==> config.mk <==
export PLATFORM = sky130hd
export DESIGN_NAME = arb_mux
export DESIGN_NICKNAME = d
export VERILOG_FILES = /design/src/rtl/mux_pkg.sv /design/src/rtl/mux.sv /design/src/rtl/rr_arbiter.sv /design/src/rtl/arb_mux.sv
export SDC_FILE = /design/constraint.sdc
export NUM_CORES = 1
export LEC_CHECK = 0
export ABC_AREA = 1
export CORE_MARGIN = 4
export CORE_UTILIZATION = 30
export CTS_CLUSTER_SIZE = 24
export DETAILED_ROUTE_END_ITERATION = 10
export GPL_TIMING_DRIVEN = 0
export PLACE_DENSITY = 0.68
export SYNTH_ARGS = -nofsm -noshare
export SYNTH_HDL_FRONTEND = slang
export SYNTH_SLANG_ARGS = --single-unit
==> constraint.sdc <==
create_clock -name clk -period 6.95 [get_ports clk]
set_input_delay 1.39 -clock clk [delete_from_list [all_inputs] [get_ports clk]]
set_output_delay 1.39 -clock clk [all_outputs]
set_load 0.005 [all_outputs]
==> src/rtl/mux_pkg.sv <==
// Shared types for the arbitrated multiplexer: arbitration policy, burst-lock state and
// the index-width helper used by every module in the slice.
package mux_pkg;

   typedef enum logic {
      ARB_ROUND_ROBIN,
      ARB_FIXED
   } arb_mode_t;

   typedef enum logic {
      UNLOCKED,
      LOCKED
   } lock_state_t;

   // Width of a channel index; a single channel still needs one bit to carry it.
   function automatic int unsigned idx_width(input int unsigned n);
      return (n > 1) ? $clog2(n) : 1;
   endfunction

endpackage

==> src/rtl/mux.sv <==
// Plain N-to-1 data selector, indexed by an encoded channel number.
module mux
   import mux_pkg::*;
#(
   parameter int unsigned WIDTH           = 32,
   parameter int unsigned INPUT_BUS_COUNT = 4,
   localparam int unsigned IW             = idx_width(INPUT_BUS_COUNT)
) (
   input  logic [INPUT_BUS_COUNT-1:0][WIDTH-1:0] input_busses,
   input  logic [IW-1:0]                         sel,
   output logic [WIDTH-1:0]                      selected
);

   assign selected = input_busses[sel];

endmodule

==> src/rtl/rr_arbiter.sv <==
// Combinational arbiter: round-robin or fixed-priority search over the request vector,
// or a pass-through of the locked channel while a burst holds the grant.
module rr_arbiter
   import mux_pkg::*;
#(
   parameter int unsigned COUNT = 4,
   localparam int unsigned IW   = idx_width(COUNT)
) (
   input  logic [COUNT-1:0] req,
   input  logic [IW-1:0]    pointer,
   input  arb_mode_t        mode,
   input  logic             lock_en,
   input  logic [IW-1:0]    lock_ch,
   output logic [COUNT-1:0] grant,
   output logic [IW-1:0]    grant_idx,
   output logic             grant_valid
);

   int unsigned   cand;
   logic [IW-1:0] cidx;

   always_comb begin
      grant       = '0;
      grant_idx   = '0;
      grant_valid = 1'b0;
      cand        = 0;
      cidx        = '0;
      if (lock_en) begin
         if (req[lock_ch]) begin
            grant_valid = 1'b1;
            grant_idx   = lock_ch;
         end
      end else if (mode == ARB_FIXED) begin
         for (int i = int'(COUNT) - 1; i >= 0; i--) begin
            if (req[i]) begin
               grant_valid = 1'b1;
               grant_idx   = IW'(i);
            end
         end
      end else begin
         // Walk from the farthest candidate back to pointer+1 so the nearest one wins.
         for (int unsigned k = COUNT; k >= 1; k--) begin
            cand = 32'(pointer) + k;
            if (cand >= COUNT) begin
               cand = cand - COUNT;
            end
            cidx = IW'(cand);
            if (req[cidx]) begin
               grant_valid = 1'b1;
               grant_idx   = cidx;
            end
         end
      end
      if (grant_valid) begin
         grant[grant_idx] = 1'b1;
      end
   end

endmodule

==> src/rtl/arb_mux.sv <==
// Registered, arbitrated N-to-1 multiplexer with valid/ready on every channel and an
// optional burst lock that pins the grant until the locked channel sends its last beat.
module arb_mux
   import mux_pkg::*;
#(
   parameter int unsigned WIDTH           = 32,
   parameter int unsigned INPUT_BUS_COUNT = 4,
   parameter arb_mode_t   ARB_MODE        = ARB_ROUND_ROBIN,
   parameter bit          BURST_LOCK      = 1'b1,
   localparam int unsigned IW             = idx_width(INPUT_BUS_COUNT)
) (
   input  logic                                  clk,
   input  logic                                  reset,
   input  logic [INPUT_BUS_COUNT-1:0]            in_valid,
   input  logic [INPUT_BUS_COUNT-1:0]            in_last,
   input  logic [INPUT_BUS_COUNT-1:0][WIDTH-1:0] input_busses,
   output logic [INPUT_BUS_COUNT-1:0]            in_ready,
   output logic                                  out_valid,
   input  logic                                  out_ready,
   output logic [WIDTH-1:0]                      selected_data,
   output logic [IW-1:0]                         grant_index,
   output logic                                  out_last
);

   if (INPUT_BUS_COUNT < 2) begin : g_count_check
      $error("arb_mux: INPUT_BUS_COUNT must be at least 2");
   end

   logic [IW-1:0]              last_grant;
   lock_state_t                state;
   logic [IW-1:0]              lock_ch;
   logic                       lock_en;
   logic                       load;
   logic                       accept;
   logic [INPUT_BUS_COUNT-1:0] grant;
   logic [IW-1:0]              gidx;
   logic                       gvalid;
   logic [WIDTH-1:0]           mux_data;

   assign load     = !out_valid || out_ready;
   assign accept   = load && gvalid && !reset;
   assign in_ready = accept ? grant : '0;
   assign lock_en  = BURST_LOCK && (state == LOCKED);

   rr_arbiter #(
      .COUNT (INPUT_BUS_COUNT)
   ) u_arb (
      .req         (in_valid),
      .pointer     (last_grant),
      .mode        (ARB_MODE),
      .lock_en     (lock_en),
      .lock_ch     (lock_ch),
      .grant       (grant),
      .grant_idx   (gidx),
      .grant_valid (gvalid)
   );

   mux #(
      .WIDTH           (WIDTH),
      .INPUT_BUS_COUNT (INPUT_BUS_COUNT)
   ) u_mux (
      .input_busses (input_busses),
      .sel          (gidx),
      .selected     (mux_data)
   );

   // Pointer and lock move only with an accepted beat; a stalled cycle leaves them alone.
   always_ff @(posedge clk or posedge reset) begin
      if (reset) begin
         out_valid     <= 1'b0;
         selected_data <= '0;
         grant_index   <= '0;
         out_last      <= 1'b0;
         last_grant    <= IW'(INPUT_BUS_COUNT - 1);
         state         <= UNLOCKED;
         lock_ch       <= '0;
      end else if (accept) begin
         out_valid     <= 1'b1;
         selected_data <= mux_data;
         grant_index   <= gidx;
         out_last      <= in_last[gidx];
         last_grant    <= gidx;
         if (BURST_LOCK) begin
            case (state)
               UNLOCKED: begin
                  if (!in_last[gidx]) begin
                     state   <= LOCKED;
                     lock_ch <= gidx;
                  end
               end
               LOCKED: begin
                  if (in_last[gidx]) begin
                     state <= UNLOCKED;
                  end
               end
               default: state <= UNLOCKED;
            endcase
         end
      end else if (out_ready) begin
         out_valid <= 1'b0;
      end
   end

`ifndef SYNTHESIS
   assert property (@(posedge clk) disable iff (reset) $onehot0(in_ready));
   assert property (@(posedge clk) disable iff (reset)
      out_valid && !out_ready |=> out_valid && $stable(selected_data) && $stable(grant_index));
`endif

endmodule
=== Word level (Yosys, flattened, before mapping) ===
Index checks and enable logic that the tools add are counted.

* Memories: 0
* ROM bits: 0
* Bits in writable memories: 0
* Logic and storage cells: 77
* Bits in latches: 0
* Output and inout port bits: 40
* Bits of input ports: 139
* Register bits after elaboration: 41

* Reduce and logical (&&, ||, !) cells: 8
* Multiply operators: 0
* Divide/modulo/power cells: 0
* Equality and inequality tests: 0
* Bitwise gates (word level): 2
* Magnitude comparators: 11
* Multiplexer cells: 41
* Shifts and indexed selects: 0
* Add/subtract/negate cells: 8

{| class="wikitable"
|+ Operators by type and width
! operator !! count
|-
| $bmux W32 S2 || 1
|-
| $mux W32 || 1
|-
| $mux W2 || 14
|-
| $lt A2 B3 Y1 const B || 6
|-
| $mux W1 || 16
|-
| $bmux W1 S2 || 6
|-
| $ge A3 B3 Y1 const B || 3
|-
| $mux W4 || 2
|-
| $sub A2 B1 Y2 const B || 4
|-
| $add A2 B2 Y3 const B || 2
|-
| $add A2 B3 Y4 const B || 1
|-
| $ge A4 B3 Y1 const B || 1
|-
| $add A2 B1 Y3 const B || 1
|-
| $logic_and A1 B1 Y1 || 3
|-
| $reduce_and A3 Y1 || 1
|-
| $demux W1 S2 || 1
|-
| $ge A2 B1 Y1 const B || 1
|-
| $logic_not A1 Y1 || 2
|-
| $not A1 Y1 || 2
|-
| $reduce_bool A2 Y1 || 1
|-
| $logic_or A1 B1 Y1 || 1
|}

=== Depth between registers and ports, before layout ===
* Word-level depth: 17
* Gate-level depth with buffers: 16
* Gate-level depth less buffers: 16

=== Cells and area by module ===
A second synthesis with hierarchy kept.

* Cells, all modules: 643
* Area total of the unflattened synthesis: 3595.9 um^2

{| class="wikitable"
|+ Modules (own cells, without submodules)
! module !! area each (um^2) !! instances !! cells each
|-
| arb_mux || 1647.8 || 1 || 193
|-
| mux || 1562.7 || 1 || 374
|-
| rr_arbiter || 385.4 || 1 || 76
|}

=== Least setup slack after synthesis ===
No wires, ideal clock.

* Path type: input -> output
* Start point: input port reset
* End point: output port in_ready[2]
* Buffers on the path: 1
* Slack: 2355 ps
* Arrival time: 3205 ps
* Stages on the path: 6
* Path through: inv_1 > o221ai_1 > nor2_1 > buf_2 > nand2_1 > nor2_1

* Cells in the longest elaborated chain, start to end: 3

{| class="wikitable"
|+ RTL lines
! item !! line !! text
|-
| start: declaration || arb_mux.sv:13 || <nowiki>input logic reset,</nowiki>
|-
| $logic_not A1 Y1 (no source line) || - ||
|-
| $logic_and A1 B1 Y1 || arb_mux.sv:41 || <nowiki>assign accept = load && gvalid && !reset;</nowiki>
|-
| $mux W4 || arb_mux.sv:42 || <nowiki>assign in_ready = accept ? grant : '0;</nowiki>
|-
| end: declaration || arb_mux.sv:17 || <nowiki>output logic [INPUT_BUS_COUNT-1:0] in_ready,</nowiki>
|}

Every way passes these cells.

=== Worst setup path in the final report ===
* Start point: input port in_valid[3]
* End point: output port in_ready[2]

* Cells in the longest elaborated chain, start to end: 13

{| class="wikitable"
|+ RTL lines
! item !! line !! text
|-
| start: declaration || arb_mux.sv:14 || <nowiki>input logic [INPUT_BUS_COUNT-1:0] in_valid,</nowiki>
|-
| $bmux W1 S2 || rr_arbiter.sv:48 || <nowiki>if (req[cidx]) begin</nowiki>
|-
| $mux W1 (implied by the code) || rr_arbiter.sv:48 ||
|-
| $mux W2 (4 in a row) || rr_arbiter.sv:48 ||
|-
| $mux W2 || rr_arbiter.sv:28 || <nowiki>if (lock_en) begin</nowiki>
|-
| $lt A2 B3 Y1 (implied by the code) or $ge A2 B1 Y1 (tied branches) || rr_arbiter.sv:55 || <nowiki>grant[grant_idx] = 1'b1;</nowiki>
|-
| $logic_and A1 B1 Y1 (implied by the code) || rr_arbiter.sv:55 ||
|-
| $mux W1 (implied by the code) || rr_arbiter.sv:55 ||
|-
| $demux W1 S2 || - ||
|-
| $mux W4 || rr_arbiter.sv:54 || <nowiki>if (grant_valid) begin</nowiki>
|-
| $mux W4 * || arb_mux.sv:42 ||
|}

Mark *: on every way between the ends. The rest lies on a longest branch, timed or not. The select of a mux whose other input is x is not followed.

==> results.sh <==
export IMPL_p_sw_frac=0.504
export IMPL_synth_seq_cells=41
export IMPL_setup_tns_ps=0
export IMPL_maxCapViolCount=0
export IMPL_synth_area_leader_cell="dfrtp_1"
export IMPL_vias_per_cell=4.92
export IMPL_wl_per_cell_um=16.3
export IMPL_min_period_ps=5270
export IMPL_place_congestion=0.899
export IMPL_grt_overflow_total=0
export IMPL_rows=35
export IMPL_power_density_nw_per_um2=461
export IMPL_cp_max_fo=10
export IMPL_endpoint_kind="output port"
export IMPL_critPathSlowestCell="clkdlybuf4s50_1"
export IMPL_synth_cell_area_um2=2840
export IMPL_drive_gt1_frac=0.0839
export IMPL_startpoint_type="primary input"
export IMPL_seqPwrFrac=0.189
export IMPL_yosys_warnings=0
export IMPL_grt_pass1_wl_um=19100
export IMPL_drtIter0Drc=193
export IMPL_power_leakage_nw=2.22
export IMPL_required_ps=5560
export IMPL_combPwrFrac=0.737
export IMPL_synth_area_top_cells="dfrtp_1 (34%), nand2_1 (27%), nand3_1 (12%), nand4_1 (7.9%), buf_2 (3.0%)"
export IMPL_drcViolationCount=0
export IMPL_cts_tree="yes"
export IMPL_vias=3687
export IMPL_cts_root_buf="clkbuf_8"
export IMPL_postCtsSetupBuffers=0
export IMPL_clk_latency_ps=300
export IMPL_worstPathArrival_ps=3880
export IMPL_htree_num_levels=2
export IMPL_fp_dieH_um=105
export IMPL_hold_buffers=0
export IMPL_syn_inst=433
export IMPL_yosysSeqAreaShare=0.362
export IMPL_netlist_area_leader_share=0.343
export IMPL_finalMaxSlewViolations=0
export IMPL_worstPathCellList="clkdlybuf4s50_1 > inv_1 > nand2_1 > o211ai_1 > nor2_1 > inv_1 > nand2_2 > buf_6 > buf_2 > nand2_1 > nor2_1 > clkdlybuf4s50_1"
export IMPL_grt_pass1_vias=3672
export IMPL_worstMarginPinSlew_ps=516
export IMPL_synthFlopType="dfrtp_1"
export IMPL_hp_class="flip-flop to flip-flop"
export IMPL_antenna_found_initial=0
export IMPL_fin_nets=758
export IMPL_worst_clock_skew_ps=7.28
export IMPL_period_share=0.758
export IMPL_path_buf_inv=6
export IMPL_path_delay_family="buffers and inverters"
export IMPL_grtUsageTotal=0.214
export IMPL_drt_wl_total_um=12200
export IMPL_area_delta_synth_final_pct=72.5
export IMPL_power_w=0.00226
export IMPL_io_buffers=178
export IMPL_synth_edf_count=0
export IMPL_ys_types=25
export IMPL_coreArea_um2=9240
export IMPL_async_reset_ff_frac=1.00
export IMPL_dieArea_um2=11100
export IMPL_path_clk_slew_ps=80
export IMPL_status="complete, no violations"
export IMPL_n_antenna_cell=0
export IMPL_ant_nets=0
export IMPL_grt_max_degree=23
export IMPL_syn_nets=572
export IMPL_cts_buffers=5
export IMPL_rsz0062_at_grt="false"
export IMPL_syn_avg_cell_area_um2=6.56
export IMPL_clk_path_buf_depth=2
export IMPL_hold_violations=0
export IMPL_drt_first_pass_iters=5
export IMPL_fmax_mhz=190
export IMPL_dp_cells=741
export IMPL_cts_resized=0
export IMPL_p_clk_frac=0.074
export IMPL_power_internal_w=0.00112
export IMPL_max_slew_margin=0.655
export IMPL_critPathKind="primary input to output port"
export IMPL_p_switching_w=0.00114
export IMPL_crit_path_max_incr_delay_ps=520
export IMPL_ir_worst_vdd_mv=0.221
export IMPL_dp_hpwl_um=9520
export IMPL_clock_sinks=41
export IMPL_die_width_um=105
export IMPL_post_route_util=0.531
export IMPL_num_io_pins=179
export IMPL_final_cells=749
export IMPL_setup_viol=0
export IMPL_start_util=0.308
[layout make-up]
class                   count  area [um^2]
multi-input cells         345         1560
plain buffers              28          179
fillers                   936         4340
well taps                 129          161
inverters                  19         71.3
repair buffers            179         1810
flip-flops and latches     41         1030
clock buffers               8         90.1
[worst register-to-register path, cell delays in order, from the launching register on]
cell	delay (ps)
dfstp_2	580
buf_6	140
nand2_1	50
nand2_1	100
nand2_1	80
nand2_1	110
inv_2	50
nand2_1	60
nand2_1	50
nand3_2	100
nand2_4	110
nor2_4	150
buf_2	290
nand2_1	100
nand4_1	110
nand2_1	70
nand2_1	60
[worst paths after layout]
path                                                  to  slack (ps)  depth (start not counted)                          start
max in group asynchronous  selected_data[10]$_DFFE_PP0P_        5000                          3                          reset
min in group asynchronous  selected_data[27]$_DFFE_PP0P_        1450                          2                          reset
max                                          in_ready[2]        1680                         12                    in_valid[3]
max reg2reg                selected_data[10]$_DFFE_PP0P_        4660                         16      last_grant[0]$_DFFE_PP1P_
min                        selected_data[27]$_DFFE_PP0P_         480                          2  selected_data[27]$_DFFE_PP0P_
min reg2reg                selected_data[27]$_DFFE_PP0P_         480                          2  selected_data[27]$_DFFE_PP0P_
[stage by stage]
step	setup WS, ps	instance area (um^2)	hold slack (ps)
floorplan	2350	2840	465
global placement	680	4780	458
detailed placement	1700	4810	468
CTS	1690	4900	489
global route	1470	4900	510
finish	1680	4900	485
[cell usage in the layout (no fill, tap or decap), types with 2 or more instances in the layout]
cell	count
nand2_1	205
clkdlybuf4s50_1	178
nand3_1	70
dfrtp_1	39
nand4_1	36
buf_2	17
inv_1	12
nor2_1	9
inv_2	7
buf_6	7
clkbuf_1	6
clkbuf_8	6
nand2_2	4
o21ai_0	4
o21ai_1	3
a21oi_1	2
nand3_2	2
nor2_4	2
dfstp_2	2
[registers in the layout, summed over array words and instances (netlist names)]
signal and count:
grant_index 2, last_grant 2, lock_ch 2, lock_en 1, selected_data 32, out_last 1
out_valid 1
[logic make-up (layout without fill, tap and decap cells)]
family                 count (synthesis)  after routing  synth area share
AO/OA/AOI/OAI                         14             14            0.0330
buffers and inverters                 47            234            0.0881
flip-flops                            41             41             0.362
AND/OR/NAND/NOR                      331            331             0.517
[routing by layer]
metal / vias to the layer above / GRT usage / share of wire
met4: 0 / 0.0628 / 0.017
met3: 19 / 0.0563 / 0.083
met5: - / 0 / 0
li1: 1800 / - / -
met1: 1705 / 0.272 / 0.42
met2: 163 / 0.357 / 0.48
[power by group through the flow]
stage	clock network, W	logic (W)	registers [W]
floorplan	0	0.00101	0.000428
global placement	0	0.00165	0.000423
detailed placement	0	0.00168	0.000427
CTS	0.000172	0.00168	0.000426
global route	0.000186	0.00185	0.000440
finish	0.000168	0.00167	0.000427
[Yosys cell counts, drive strengths merged, types with 2 or more instances]
master	instances
a21oi	3
buf	24
clkbuf	4
dfrtp	39
dfstp	2
inv	19
nand2	210
nand3	72
nand4	36
nor2	12
o21ai	8
No activity file was read; power rests on OpenSTA's default activity.
